File: config.mk
export PLATFORM = sky130hd
export DESIGN_NAME = sprite_dma
export DESIGN_NICKNAME = d
export VERILOG_FILES = /design/src/rtl/sprite_dma.sv
export SDC_FILE = /design/constraint.sdc
export NUM_CORES = 1
export LEC_CHECK = 0
export CORE_UTILIZATION = 31
export CTS_BUF_LIST = sky130_fd_sc_hd__clkbuf_8
export DETAILED_ROUTE_END_ITERATION = 7
export HOLD_SLACK_MARGIN = 0.15
export SYNTH_ARGS = -nofsm -noshare
export SYNTH_HDL_FRONTEND = slang
export SYNTH_SLANG_ARGS = --single-unit
export TNS_END_PERCENT = 50
File: constraint.sdc
create_clock -name clk -period 2.55 [get_ports clk]
set_input_delay 0.3825 -clock clk [delete_from_list [all_inputs] [get_ports clk]]
set_output_delay 0.3825 -clock clk [all_outputs]
set_load 0.01 [all_outputs]
File: src/rtl/sprite_dma.sv
// Purpose : CPU-programmed DMA that copies len bytes from Z80 memory into object RAM.
// Latency : 3 cycles per byte after bus grant, plus one release cycle that pulses done.
// Backpressure: busak_n deasserted mid-byte stalls the engine and the byte restarts at RD.
//
// Ports:
//   clk, rst_n                  clock, synchronous active-low reset
//   cfg_*                       CPU register port (0 src lo, 1 src hi, 2 len lo,
//                               3 {start, -, bank, len[8]}), reads are combinational
//   busrq_n / busak_n           Z80 bus request / acknowledge
//   mem_addr, mem_rdn, mem_din  source read port, data valid the cycle after mem_rdn low
//   obj_addr, obj_wrn, obj_dout object RAM write port
//   done                        one-cycle completion pulse
module sprite_dma (
    input  logic        clk,
    input  logic        rst_n,
    input  logic        cfg_wrn,
    input  logic        cfg_rdn,
    input  logic        cfg_ena,
    input  logic [1:0]  cfg_addr,
    input  logic [7:0]  cfg_din,
    output logic [7:0]  cfg_dout,
    output logic        busrq_n,
    input  logic        busak_n,
    output logic [15:0] mem_addr,
    output logic        mem_rdn,
    input  logic [7:0]  mem_din,
    output logic [9:0]  obj_addr,
    output logic        obj_wrn,
    output logic [7:0]  obj_dout,
    output logic        done
);

    typedef enum logic [2:0] {
        S_IDLE, S_REQ, S_RD, S_CAP, S_WR, S_REL
    } state_t;

    state_t state, state_nxt;

    logic [15:0] src_reg;
    logic [8:0]  len_reg;
    logic        bank_reg;

    logic [15:0] src_cur;
    logic [8:0]  dst_cur;
    logic [8:0]  count;
    logic [7:0]  data_q;
    logic [15:0] mem_addr_q;
    logic [9:0]  obj_addr_q;
    logic        busy;

    // Bits 6..2 of register 3 carry no function.
    logic unused_cfg_bits;
    assign unused_cfg_bits = ^cfg_din[6:2];

    logic       granted;
    logic       cfg_wr;
    logic       start;
    logic [8:0] start_len;
    logic       advance;
    logic [15:0] src_inc;

    assign granted   = ~busak_n;
    // Register writes are only accepted while idle so a running transfer cannot be disturbed.
    assign cfg_wr    = cfg_ena & ~cfg_wrn & (state == S_IDLE);
    assign start     = cfg_wr & (cfg_addr == 2'd3) & cfg_din[7];
    // The start write also carries len[8], so use the incoming bit, not the stored one.
    assign start_len = {cfg_din[0], len_reg[7:0]};
    assign advance   = (state == S_WR) & granted;
    assign src_inc   = src_cur + 16'd1;

    // State register
    always_ff @(posedge clk) begin
        if (!rst_n) state <= S_IDLE;
        else        state <= state_nxt;
    end

    // Next-state logic. Losing the grant during RD/CAP/WR parks the engine in RD,
    // so the interrupted byte is fetched again from the same address.
    always_comb begin
        state_nxt = state;
        case (state)
            S_IDLE: if (start) state_nxt = (start_len != 9'd0) ? S_REQ : S_REL;
            S_REQ:  if (granted) state_nxt = S_RD;
            S_RD:   state_nxt = granted ? S_CAP : S_RD;
            S_CAP:  state_nxt = granted ? S_WR : S_RD;
            S_WR:   if (!granted)          state_nxt = S_RD;
                    else if (count == 9'd1) state_nxt = S_REL;
                    else                   state_nxt = S_RD;
            S_REL:  state_nxt = S_IDLE;
            default: state_nxt = S_IDLE;
        endcase
    end

    // Output decode; strobes are gated by the grant so a stalled engine stays quiet.
    always_comb begin
        busrq_n = 1'b1;
        mem_rdn = 1'b1;
        obj_wrn = 1'b1;
        done    = 1'b0;
        busy    = 1'b0;
        case (state)
            S_REQ: begin busrq_n = 1'b0; busy = 1'b1; end
            S_RD, S_CAP: begin
                busrq_n = 1'b0;
                busy    = 1'b1;
                mem_rdn = ~granted;
            end
            S_WR: begin
                busrq_n = 1'b0;
                busy    = 1'b1;
                obj_wrn = ~granted;
            end
            S_REL: done = 1'b1;
            default: ;
        endcase
    end

    // Config registers and transfer datapath
    always_ff @(posedge clk) begin
        if (!rst_n) begin
            src_reg    <= 16'd0;
            len_reg    <= 9'd0;
            bank_reg   <= 1'b0;
            src_cur    <= 16'd0;
            dst_cur    <= 9'd0;
            count      <= 9'd0;
            data_q     <= 8'd0;
            mem_addr_q <= 16'd0;
            obj_addr_q <= 10'd0;
        end else begin
            if (cfg_wr) begin
                case (cfg_addr)
                    2'd0: src_reg[7:0]  <= cfg_din;
                    2'd1: src_reg[15:8] <= cfg_din;
                    2'd2: len_reg[7:0]  <= cfg_din;
                    default: begin
                        bank_reg   <= cfg_din[1];
                        len_reg[8] <= cfg_din[0];
                    end
                endcase
            end
            if (start) begin
                src_cur <= src_reg;
                dst_cur <= 9'd0;
                count   <= start_len;
            end
            if (advance) begin
                src_cur <= src_inc;
                dst_cur <= dst_cur + 9'd1;
                count   <= count - 9'd1;
            end
            // Address register only moves when a read is about to be issued, so it
            // holds its last value the rest of the time.
            if (state_nxt == S_RD)
                mem_addr_q <= advance ? src_inc : src_cur;
            if ((state == S_CAP) && granted) begin
                data_q     <= mem_din;
                obj_addr_q <= {bank_reg, dst_cur};
            end
        end
    end

    assign mem_addr = mem_addr_q;
    assign obj_addr = obj_addr_q;
    assign obj_dout = data_q;

    always_comb begin
        cfg_dout = 8'd0;
        if (cfg_ena && !cfg_rdn) begin
            case (cfg_addr)
                2'd0:    cfg_dout = src_reg[7:0];
                2'd1:    cfg_dout = src_reg[15:8];
                2'd2:    cfg_dout = len_reg[7:0];
                default: cfg_dout = {busy, 5'b0, bank_reg, len_reg[8]};
            endcase
        end
    end

endmodule

==> Word-level counts from Yosys, hierarchy flattened <==
Cells that the tools add are included.
{ "word_totals": {"regBits": 97, "wordCells": 69} }
{ "classes": {"eq_ne": 10, "n_mux": 22, "reduce_logical": 14, "n_addsub": 3, "n_bitwise": 8} }
{ "ops": {"columns": ["operator", "n"], "rows": [
  ["$mux 16", 3],
  ["$mux 9", 4],
  ["$pmux 8 s3", 1],
  ["$mux 3", 6],
  ["$add 16x1->16 const B", 1],
  ["$pmux 3 s5", 1],
  ["$add 9x1->9 const B", 1],
  ["$eq 3x2->1 const B", 3],
  ["$eq 9x1->1 const B", 1],
  ["$reduce_bool 9->1", 1],
  ["$sub 9x1->9 const B", 1],
  ["$mux 8", 1],
  ["$reduce_and 2->1", 4],
  ["$eq 3x3->1 const B", 2],
  ["$mux 1", 6],
  ["$and 1x1->1", 5],
  ["$eq 2x2->1 const B", 2],
  ["$reduce_or 4->1", 1],
  ["$eq 3x1->1 const B", 1],
  ["$logic_not 3->1", 1],
  ["$not 1->1", 3],
  ["$reduce_or 3->1", 1],
  ["$eq 2x1->1 const B", 1],
  ["$logic_and 1x1->1", 2],
  ["4 further kinds", 4]
]} }

==> Logic depth before layout (Yosys ltp) <==
{ "depth": {"ltp_word": 8, "depth_mapped": 9, "depth_no_buf": 7} }

==> Worst setup path after synthesis <==
Ideal clock, no wire load.
{ "synth_path": {"path_type": "reg2reg", "start": "reg state[2]", "end": "reg src_cur[10]", "arrival_ps": 1933, "path_buffers": 2, "setup_ps": 128, "t_required_ps": 2422, "path_stages_with_launch": 9, "period_less_slack_ps": 2061, "setup_slack_ps": 489, "path_cell_list": "dfxtp_1 buf_2 nor4b_4 inv_2 or4_1 buf_2 and3_1 a211oi_1 nor2_1"} }
{ "synth_between": {"elab_chain_len": 5, "word_cells_on_any_way": 8, "cone_classes": "1 x eq/ne; 1 x mux; 4 x bitwise; 2 x reduce/logical"} }
{ "synth_rtl": {"columns": ["element", "line", "text"], "rows": [
  ["start: declaration", "37", "state_t state, state_nxt;"],
  ["start signal: assignment", "74", "else state <= state_nxt;"],
  ["$logic_not 3->1", "64", "assign cfg_wr = cfg_ena & ~cfg_wrn & (state == S_IDLE);"],
  ["$and 1x1->1", "64", null],
  ["$and 1x1->1 (2 in a row)", "65", "assign start = cfg_wr & (cfg_addr == 2'd3) & cfg_din[7];"],
  ["$reduce_bool 2->1 (no source line)", null, null],
  ["end signal: assignment", "143", "src_cur <= src_reg;"],
  ["end signal: assignment", "148", "src_cur <= src_inc;"],
  ["end: declaration", "43", "logic [15:0] src_cur;"]
]} }
Parallel ways exist; a longest one is shown, timed or not.
A chain may end at the register's enable or synchronous reset.

==> Final worst setup path <==
{ "layout_path": {"start": "in cfg_addr[1]", "end": "out cfg_dout[0]"} }
{ "layout_between": {"elab_chain_len": 3, "word_cells_on_any_way": 5, "cone_classes": "2 x eq/ne; 2 x mux; 1 x reduce/logical"} }
{ "layout_rtl": {"columns": ["element", "line", "text"], "rows": [
  ["start: declaration", "19", "input logic [1:0] cfg_addr,"],
  ["$eq 2x2->1 (tied with other cells)", "170", "case (cfg_addr)"],
  ["$pmux 8 s3 *", "170", null],
  ["$mux 8 *", "169", "if (cfg_ena && !cfg_rdn) begin"],
  ["end: declaration", "21", "output logic [7:0] cfg_dout,"]
]} }
Mark *: on every way between the ends. The rest lies on a longest branch, timed or not.

==> results by group <==
Detailed routing
  • Iter 0 DRT Violations: 316
  • DRT Pass-1 Iters: 5
  • DRC Markers: 0
  • Vias per inst: 5.30
  • Final WL: 12800 um
  • Final ANT Viol Nets: 0
  • DR vias: 4364
  • Routed wire length per instance: 15.6 um

Synthesis
  • Asr flop ratio synth: 0%
  • Yosys warns: 0
  • Yosys cell types: 49
  • Mean area per synthesized cell: 8.04 um^2
  • Top area cells in the synthesized netlist: dfxtp_1 (43%), a21oi_1 (9.6%), nand2_1 (6.5%)
  • Gate count after technology mapping: 564
  • Mapped cell area: 4540 um^2
  • Post-synth net total: 592
  • Area leader, netlist: dfxtp_1
  • Most common cell in the netlist: dfxtp_1
  • Synth top cells by count: dfxtp_1 (97), a21oi_1 (87), nand2_1 (79)
  • Synth Flop Type: dfxtp_1
  • #FFs+latches synth: 97
  • Number of flops mapped to enable cells by yosys: 0
  • Area share of the largest cell type after synthesis: 42.8%
  • Sequential cell area fraction in the yosys report: 42.8%

Clock tree
  • Number of CTS-inserted buffers: 9
  • Clk_lat worst skew: 0.38 ns
  • # hold bufs at CTS: 0
  • Clock Sinks: 97
  • CTS HTree Levels: 3
  • Clock slew at reported path FFs: 0.09 ns
  • CTS max path bufs: 2
  • Number of setup buffers added after CTS: 0
  • Clk root buf: clkbuf_8
  • CTS tree: done

GRT
  • Vias in the first global route: 4040
  • GR Util All Layers: 17.4%
  • First-pass GRT wire length: 20400 um
  • Initial antenna violation count: 0
  • Aggregate global routing overflow: 0
  • Largest net degree at the start of global routing: 39

Critical path
  • WP data required: 2.17 ns
  • Crit-path max FO: 5
  • Worst r2r path cells: 8
  • Critical Path Start: cfg_addr[1]
  • Slowest stage delay, CP: 0.51 ns
  • Crit end category: output pin
  • CP arrival: 2.00 ns
  • Crit Reg-Reg Endpoint: src_reg[15]
  • Top cell by count, worst path: clkdlybuf4s50_1
  • Worst R2R Setup Slack: 0.28 ns
  • Nature of the critical path startpoint: primary input
  • Critical-path cell list: clkdlybuf4s50_1, buf_4, mux4_2, nor2b_1, clkdlybuf4s50_1
  • Reg2reg start: state[1]
  • Max stage delay cell, worst path: clkdlybuf4s50_1
  • CP Class: in -> out

Hold path
  • Cell count of the worst hold path: 2
  • Hold Path Sink: obj_dout[5]
  • Hold_sp: obj_dout[5]
  • Worst hold path type: reg -> reg

STA
  • Setup TNS: 0 ns
  • Rel. slew slack: 26.0%
  • Slew Limit Fails: 0
  • Final min period: 2.38 ns
  • Least-Margin Pin Slew: 1.11 ns
  • Final setup fails: 0
  • Final hold violations: 0
  • RSZ-0062 raised after global routing: no
  • Fmax: 420 MHz
  • Tcrit/Tclk final: 93.3%
  • Worst Skew: 0.0147 ns

Floorplan
  • Ports: 70
  • Core area: 14100 um^2
  • Rows: 43
  • Initial Utilization: 32.2%
  • Die Width: 123 um
  • Die height: 123 um
  • Die footprint: 15100 um^2

Power and ir drop
  • Total power: 0.00278 W
  • Pwr/cell area: 484 nW/um^2
  • Peak ir drop on the vdd network: 208 uV
  • LEAKAGE: 1.93 nW

Finish
  • Layout cells sized above 1: 9.18%
  • Ant diodes: 0
  • Fin nets: 666
  • P&R area growth vs syn: 26.7%
  • FILL cells: 1428

Placement
  • Buffers on Ports: 69
  • Placer congestion estimate: 0.869
  • DP HPWL: 9250 um

Outcome
  • Status: finished, final reports clean

Run
  • Max capacitance violation total: 0
## logic make-up after synthesis
| family | share of synthesized area [%] |
|---|---|
| flops | 42.8 |
| fa+ha+maj | 1.10 |
| mux | 4.80 |
| xor+xnor | 2.51 |
| simple gates | 25.5 |
| compound gates | 19.1 |
| buf+inv | 4.14 |
## metrics by stage
step                      hold WS, ns  instance area, um^2  setup WS, ns  util, %  instances
after floorplan                 0.441                 4540         0.489        -        564
after global placement          0.442                 5550       -0.0691     39.4        807
after detailed placement        0.450                 5550       -0.0999     39.4        807
after CTS                       0.463                 5740        0.0238     40.7        823
after global routing            0.480                 5750        0.0362     40.8        823
final                           0.459                 5750         0.170     40.8        823
## how the worst max path moves through the flow
stage	endpoint	slack, ns	cells past startpoint
after CTS	obj_wrn	0.02	6
after floorplan	src_cur[10]	0.49	8
final	cfg_dout[0]	0.17	5
after detailed placement	src_cur[7]	-0.1	6
after global routing	cfg_dout[2]	0.04	7
after global placement	cfg_dout[7]	-0.07	4
## final cells by class
class	instances	area [um^2]	area share (%)
multi-input combinational	421	2410	41.9
sequential	97	1950	33.9
timing repair buffer	99	941	16.4
tap	180	225	3.92
clock buffer	9	124	2.16
clock inverter	7	63.8	1.11
inverter	10	37.5	0.653
## cell usage in the layout, fill, tap and decap left out, types with 3 or more instances in the layout
cell type and n:
clkdlybuf4s50_1 66, nand3b_1 3, nand2b_1 4, or4_1 5
or3_1 6, dfxtp_1 96, nor2_1 52, xnor2_1 8
mux2i_1 15, a31oi_1 11, nor3_2 3, nor3b_1 3
mux4_2 3, clkbuf_8 9, nor4_1 8, nor2b_1 5
inv_1 10, ha_1 4, o211ai_1 5, xor2_1 5
nand2_1 79, nand4_1 8, o21ai_0 11, a221oi_1 3
buf_4 28, nor3_1 10, a21oi_1 87, nand3_1 38
and3_1 6, a311oi_1 4, a211oi_1 13
## where the power goes
part | total, W | internal, W | switching, W
sequential | 0.00156 | 0.00154 | 0.0000208
clock | 0.000987 | 0.000445 | 0.000542
combinational | 0.000241 | 0.000114 | 0.000127
total | 0.00278 | 0.00209 | 0.000689
## worst max-delay path: cells and delay by family
kind,cells,cell delay (ns)
AND/OR/NAND/NOR,1,0.15
multiplexers,1,0.31
buffers and inverters,3,1.16
## metal layers
layer / vias to the layer above / global-route usage, % / routed length (um) / part of all wire [%]
li1: 2167 / - / - / -
met4: 0 / 6.25 / 172 / 1.3
met2: 182 / 24.7 / 5330 / 42
met3: 12 / 3.37 / 971 / 7.6
met1: 2003 / 25.9 / 6330 / 49
met5: - / 0 / 0 / 0
## what timing repair did
action / CTS / global route
pin swaps: 0 / 1
resized for setup: 4 / 2
endpoints found under the hold margin: 0 / 0
setup endpoints to repair: 9 / 6
(Power assumes the default switching activity.)
